--- src/rtl/uart_tx_serializer.sv ---
// UART transmitter: start bit, DATA_W data bits LSB first, optional even parity, one stop bit.
// Define UART_TX_PARITY_EN to insert the even-parity bit between the data bits and the stop bit.
module uart_tx_serializer #(
  parameter int CLKS_PER_BIT = 16,
  parameter int DATA_W       = 8
) (
  input  logic              clk,
  input  logic              rst,
  input  logic [DATA_W-1:0] tx_data,
  input  logic              tx_valid,
  output logic              tx_ready,
  output logic              tx_line,
  output logic              busy
);

  localparam int CNT_W = (CLKS_PER_BIT > 1) ? $clog2(CLKS_PER_BIT) : 1;
  localparam int IDX_W = $clog2(DATA_W);
  localparam logic [CNT_W-1:0] CNT_LAST = CNT_W'(CLKS_PER_BIT - 1);
  localparam logic [IDX_W-1:0] IDX_LAST = IDX_W'(DATA_W - 1);

  typedef enum logic [2:0] {
    ST_IDLE,
    ST_START,
    ST_DATA,
`ifdef UART_TX_PARITY_EN
    ST_PARITY,
`endif
    ST_STOP
  } state_e;

  state_e             state_q;
  logic [CNT_W-1:0]   cnt_q, cnt_d;
  logic [IDX_W-1:0]   idx_q;
  logic [DATA_W-1:0]  shift_q, shift_d;
  logic               tx_line_q;
  logic               tx_ready_q;
  logic               busy_q;
  logic               bit_end;
`ifdef UART_TX_PARITY_EN
  logic               parity_q;
`endif

  // The bit counter wraps to zero on the last cycle of every slot, so slots never drift.
  assign bit_end = (cnt_q == CNT_LAST);
  assign cnt_d   = bit_end ? '0 : cnt_q + CNT_W'(1);
  assign shift_d = shift_q >> 1;

  // NOTE: sequential state uses non-blocking assignments only, so every register
  // samples the pre-edge values of its neighbours regardless of statement order.
  always_ff @(posedge clk or posedge rst) begin
    if (rst) begin
      state_q    <= ST_IDLE;
      cnt_q      <= '0;
      idx_q      <= '0;
      shift_q    <= '0;
      tx_line_q  <= 1'b1;
      tx_ready_q <= 1'b0;
      busy_q     <= 1'b0;
`ifdef UART_TX_PARITY_EN
      parity_q   <= 1'b0;
`endif
    end else begin
      unique case (state_q)
        ST_IDLE: begin
          cnt_q <= '0;
          idx_q <= '0;
          if (tx_valid && tx_ready_q) begin
            shift_q    <= tx_data;
`ifdef UART_TX_PARITY_EN
            parity_q   <= ^tx_data;
`endif
            state_q    <= ST_START;
            tx_line_q  <= 1'b0;
            tx_ready_q <= 1'b0;
            busy_q     <= 1'b1;
          end else begin
            tx_line_q  <= 1'b1;
            tx_ready_q <= 1'b1;
            busy_q     <= 1'b0;
          end
        end

        ST_START: begin
          cnt_q <= cnt_d;
          if (bit_end) begin
            state_q   <= ST_DATA;
            idx_q     <= '0;
            tx_line_q <= shift_q[0];
            shift_q   <= shift_d;
          end
        end

        ST_DATA: begin
          cnt_q <= cnt_d;
          if (bit_end) begin
            if (idx_q == IDX_LAST) begin
`ifdef UART_TX_PARITY_EN
              state_q   <= ST_PARITY;
              tx_line_q <= parity_q;
`else
              state_q   <= ST_STOP;
              tx_line_q <= 1'b1;
`endif
            end else begin
              idx_q     <= idx_q + IDX_W'(1);
              tx_line_q <= shift_q[0];
              shift_q   <= shift_d;
            end
          end
        end

`ifdef UART_TX_PARITY_EN
        ST_PARITY: begin
          cnt_q <= cnt_d;
          if (bit_end) begin
            state_q   <= ST_STOP;
            tx_line_q <= 1'b1;
          end
        end
`endif

        ST_STOP: begin
          cnt_q <= cnt_d;
          if (bit_end) begin
            state_q    <= ST_IDLE;
            tx_ready_q <= 1'b1;
            busy_q     <= 1'b0;
          end
        end

        default: begin
          state_q    <= ST_IDLE;
          tx_line_q  <= 1'b1;
          tx_ready_q <= 1'b0;
          busy_q     <= 1'b0;
        end
      endcase
    end
  end

  assign tx_line  = tx_line_q;
  assign tx_ready = tx_ready_q;
  assign busy     = busy_q;

endmodule

--- config.mk ---
export PLATFORM = sky130hd
export DESIGN_NAME = uart_tx_serializer
export DESIGN_NICKNAME = d
export VERILOG_FILES = /design/src/rtl/uart_tx_serializer.sv
export SDC_FILE = /design/constraint.sdc
export NUM_CORES = 1
export LEC_CHECK = 0
export CORE_MARGIN = 1.5
export CORE_UTILIZATION = 50
export CTS_BUF_LIST = sky130_fd_sc_hd__clkbuf_4 sky130_fd_sc_hd__clkbuf_8
export CTS_CLUSTER_SIZE = 28
export DETAILED_ROUTE_END_ITERATION = 10
export PLACE_DENSITY_LB_ADDON = 0.05
export SLEW_MARGIN = 25
export SYNTH_ARGS = -nofsm -noshare
export SYNTH_HDL_FRONTEND = slang
export SYNTH_SLANG_ARGS = --single-unit
--- constraint.sdc ---
create_clock -name clk -period 3.6 [get_ports clk]
set_input_delay 0.9 -clock clk [delete_from_list [all_inputs] [get_ports clk]]
set_output_delay 0.9 -clock clk [all_outputs]
set_load 0.05 [all_outputs]
==> flow_summary.toml <==
[floorplanning]
die_h_um = 50.2
ios = 14
die_w_um = 50.2
die_area_um2 = 2520
core_area_um2 = 2020
start_util_pct = 55.1
rows = 16

[worst_setup_path]
arrival_ns = 1.64
endpoint = "tx_line"
r2r-start = "state_q[0]"
crit_type = "reg2out"
cp-end-kind = "primary output"
critPathSlowestCell = "clkdlybuf4s50_1"
rrSetupSlack_ns = 1.29
cp_top_family = "buffers and inverters"
cp_max_fo = 2
startpoint_type = "flip-flop"
critPathBufInv = 1
setup.worst_path.start = "tx_line"
required_ns = 2.70
cp.depth = 1
reg2reg_to = "shift_q[6]"
crit_chain = "clkdlybuf4s50_1"
worst_r2r_path_depth = 5
critPathMaxStageDelay_ns = 0.79

[power_and_ir_drop]
power_uw = 385
irDropWorstVdd_mv = 0.256
leakagePower_uw = 0.000587
p_per_area_nw_per_um2 = 296

[sta]
fin_crit_ns = 2.54
setup_viol = 0
worst_pin_slew_ns = 0.749
hold_viol_final = 0
period_share_pct = 70.5
fin_worst_skew_ns = 0.00117
finalMaxSlewViolations = 0
rsz0062_at_grt = "false"
relSlewSlack_pct = 50.0
fmax_mhz = 394
setup_tns_ns = 0

[synth]
ys_async_sr_fraction_pct = 100
synthesis.nets = 111
synth_top_family_by_area = "multiplexers"
syn_area_um2 = 1110
synth_edf_count = 0
ys_seq_area_share_pct = 45.0
syn_inst = 92
synth_fa_ha_area_share_pct = 8.98
ys.flop_type = "dfrtp_1"
synth-simple-area-share_pct = 7.52
syn_area_per_cell_um2 = 12.1
ys_types = 32
ys_ff_latch = 20
synth-xor-area-share_pct = 0.786
yosysWarnings = 0
synth.mux.area_fraction_pct = 20.0
synth-compound-area-share_pct = 14.6

[detailed_routing]
first_pass_iters = 4
drc = 0
vias = 738
drtIter0Drc = 2
post_drt_wl_per_cell_um = 13.8
wl_mm = 1.83
postRouteAntennaNets = 0
viasPerCell = 5.55

[cells_and_area]
final_cell_mix = "19 x dfrtp_1, 18 x mux2_2, 13 x clkdlybuf4s50_1, 8 x ha_1, 6 x inv_1"
nets = 126
final_common_cell = "dfrtp_1"
drive_gt1_share_pct = 22.6
syn_to_final_growth_pct = 16.8
seqCellArea_um2 = 502
num_antenna_cells = 0
multiInputGateArea_um2 = 578
fill_cells = 162

[place]
io_buffer_count = 13
dpl.hpwl_mm = 1.38
gp_congestion = 0.756

[cts]
post_cts_buffers = 0
clk_pin_slew_worst_paths_ns = 0.11
cts_buffers = 3
clockBufferDepth = 2
cts_max_level = 1
cts_tree = "yes"
ctsResizeCount = 0
hold_buffers = 0
clkSinkCount = 20
clk_latency_ns = 0.30
root_buffer = "clkbuf_4"

[grt]
grt_pass1_wl_mm = 3.33
grt_overflow = 0
grt_pass1_vias = 761
grt_usage_pct = 17.2
grt_max_degree = 21
antenna_found_initial = 0

[run_status]
outcome = "completed"

[job]
cap_violations = 0

[min_path]
worstHoldPathType = "reg2reg"
## cell usage after synthesis (all sizes together), types with 3 or more instances
library cell	count	area (µm²)
a2111oi	3	45.1
a21oi	3	15.0
dfrtp	19	475
ha	8	100
inv	6	22.5
mux2	18	203
nor2b	3	18.8
## worst min-delay path by stage
stage	startpoint	depth (start not counted)	to
floorplan	idx_q[1]	1	idx_q[1]
finish	tx_line	2	tx_line
detailed placement	tx_line	2	tx_line
CTS	tx_line	2	tx_line
global route	tx_line	2	tx_line
global placement	tx_line	2	tx_line
## report_power, final
group / internal [µW] / switching (µW) / total, µW / leakage, µW
clock: 61.7 / 69.6 / 131 / 0.0000210
combinational: 14.6 / 9.22 / 23.8 / 0.000316
sequential: 228 / 1.69 / 230 / 0.000250
## flip-flops by register name, indices dropped and copies added, names as in the netlist
name,flops
state_q,2
tx_line,1
cnt_q,4
tx_ready,1
shift_q,8
busy,1
idx_q,3
## through the flow
step	cell area (µm²)	setup WS [ns]	std cells	hold slack, ns	utilization (%)
floorplan	1110	1.51	92	0.470	-
global placement	1270	0.972	129	0.456	62.6
detailed placement	1270	0.908	129	0.460	62.6
CTS	1300	1.04	133	0.479	64.4
global route	1300	1.01	133	0.490	64.4
finish	1300	1.06	133	0.472	64.4
## cells by family (layout without fill, tap and decap cells)
logic type | Yosys count | in the layout
muxes | 20 | 20
DFF | 20 | 20
buffers and inverters | 9 | 23
and+or+nand+nor | 15 | 15
AOI/OAI and AO/OA | 19 | 19
adders and majority gates | 8 | 8
xor gates and xnor gates | 1 | 1
## layer usage
layer	routed length [µm]	global-route usage (%)	up-vias
met5	0	0	-
met2	895	29.2	11
met3	40	2.68	4
li1	-	-	365
met1	873	21.9	358
met4	24	6.94	0
## final cells by class
type	instances	area share, %
Clock buffer	4	2.79
Inverter	6	1.73
Tap cell	27	2.59
Sequential cell	20	38.5
Multi-Input combinational cell	63	44.4
Timing Repair Buffer	13	9.99
No activity file was read; power rests on OpenSTA's default activity.
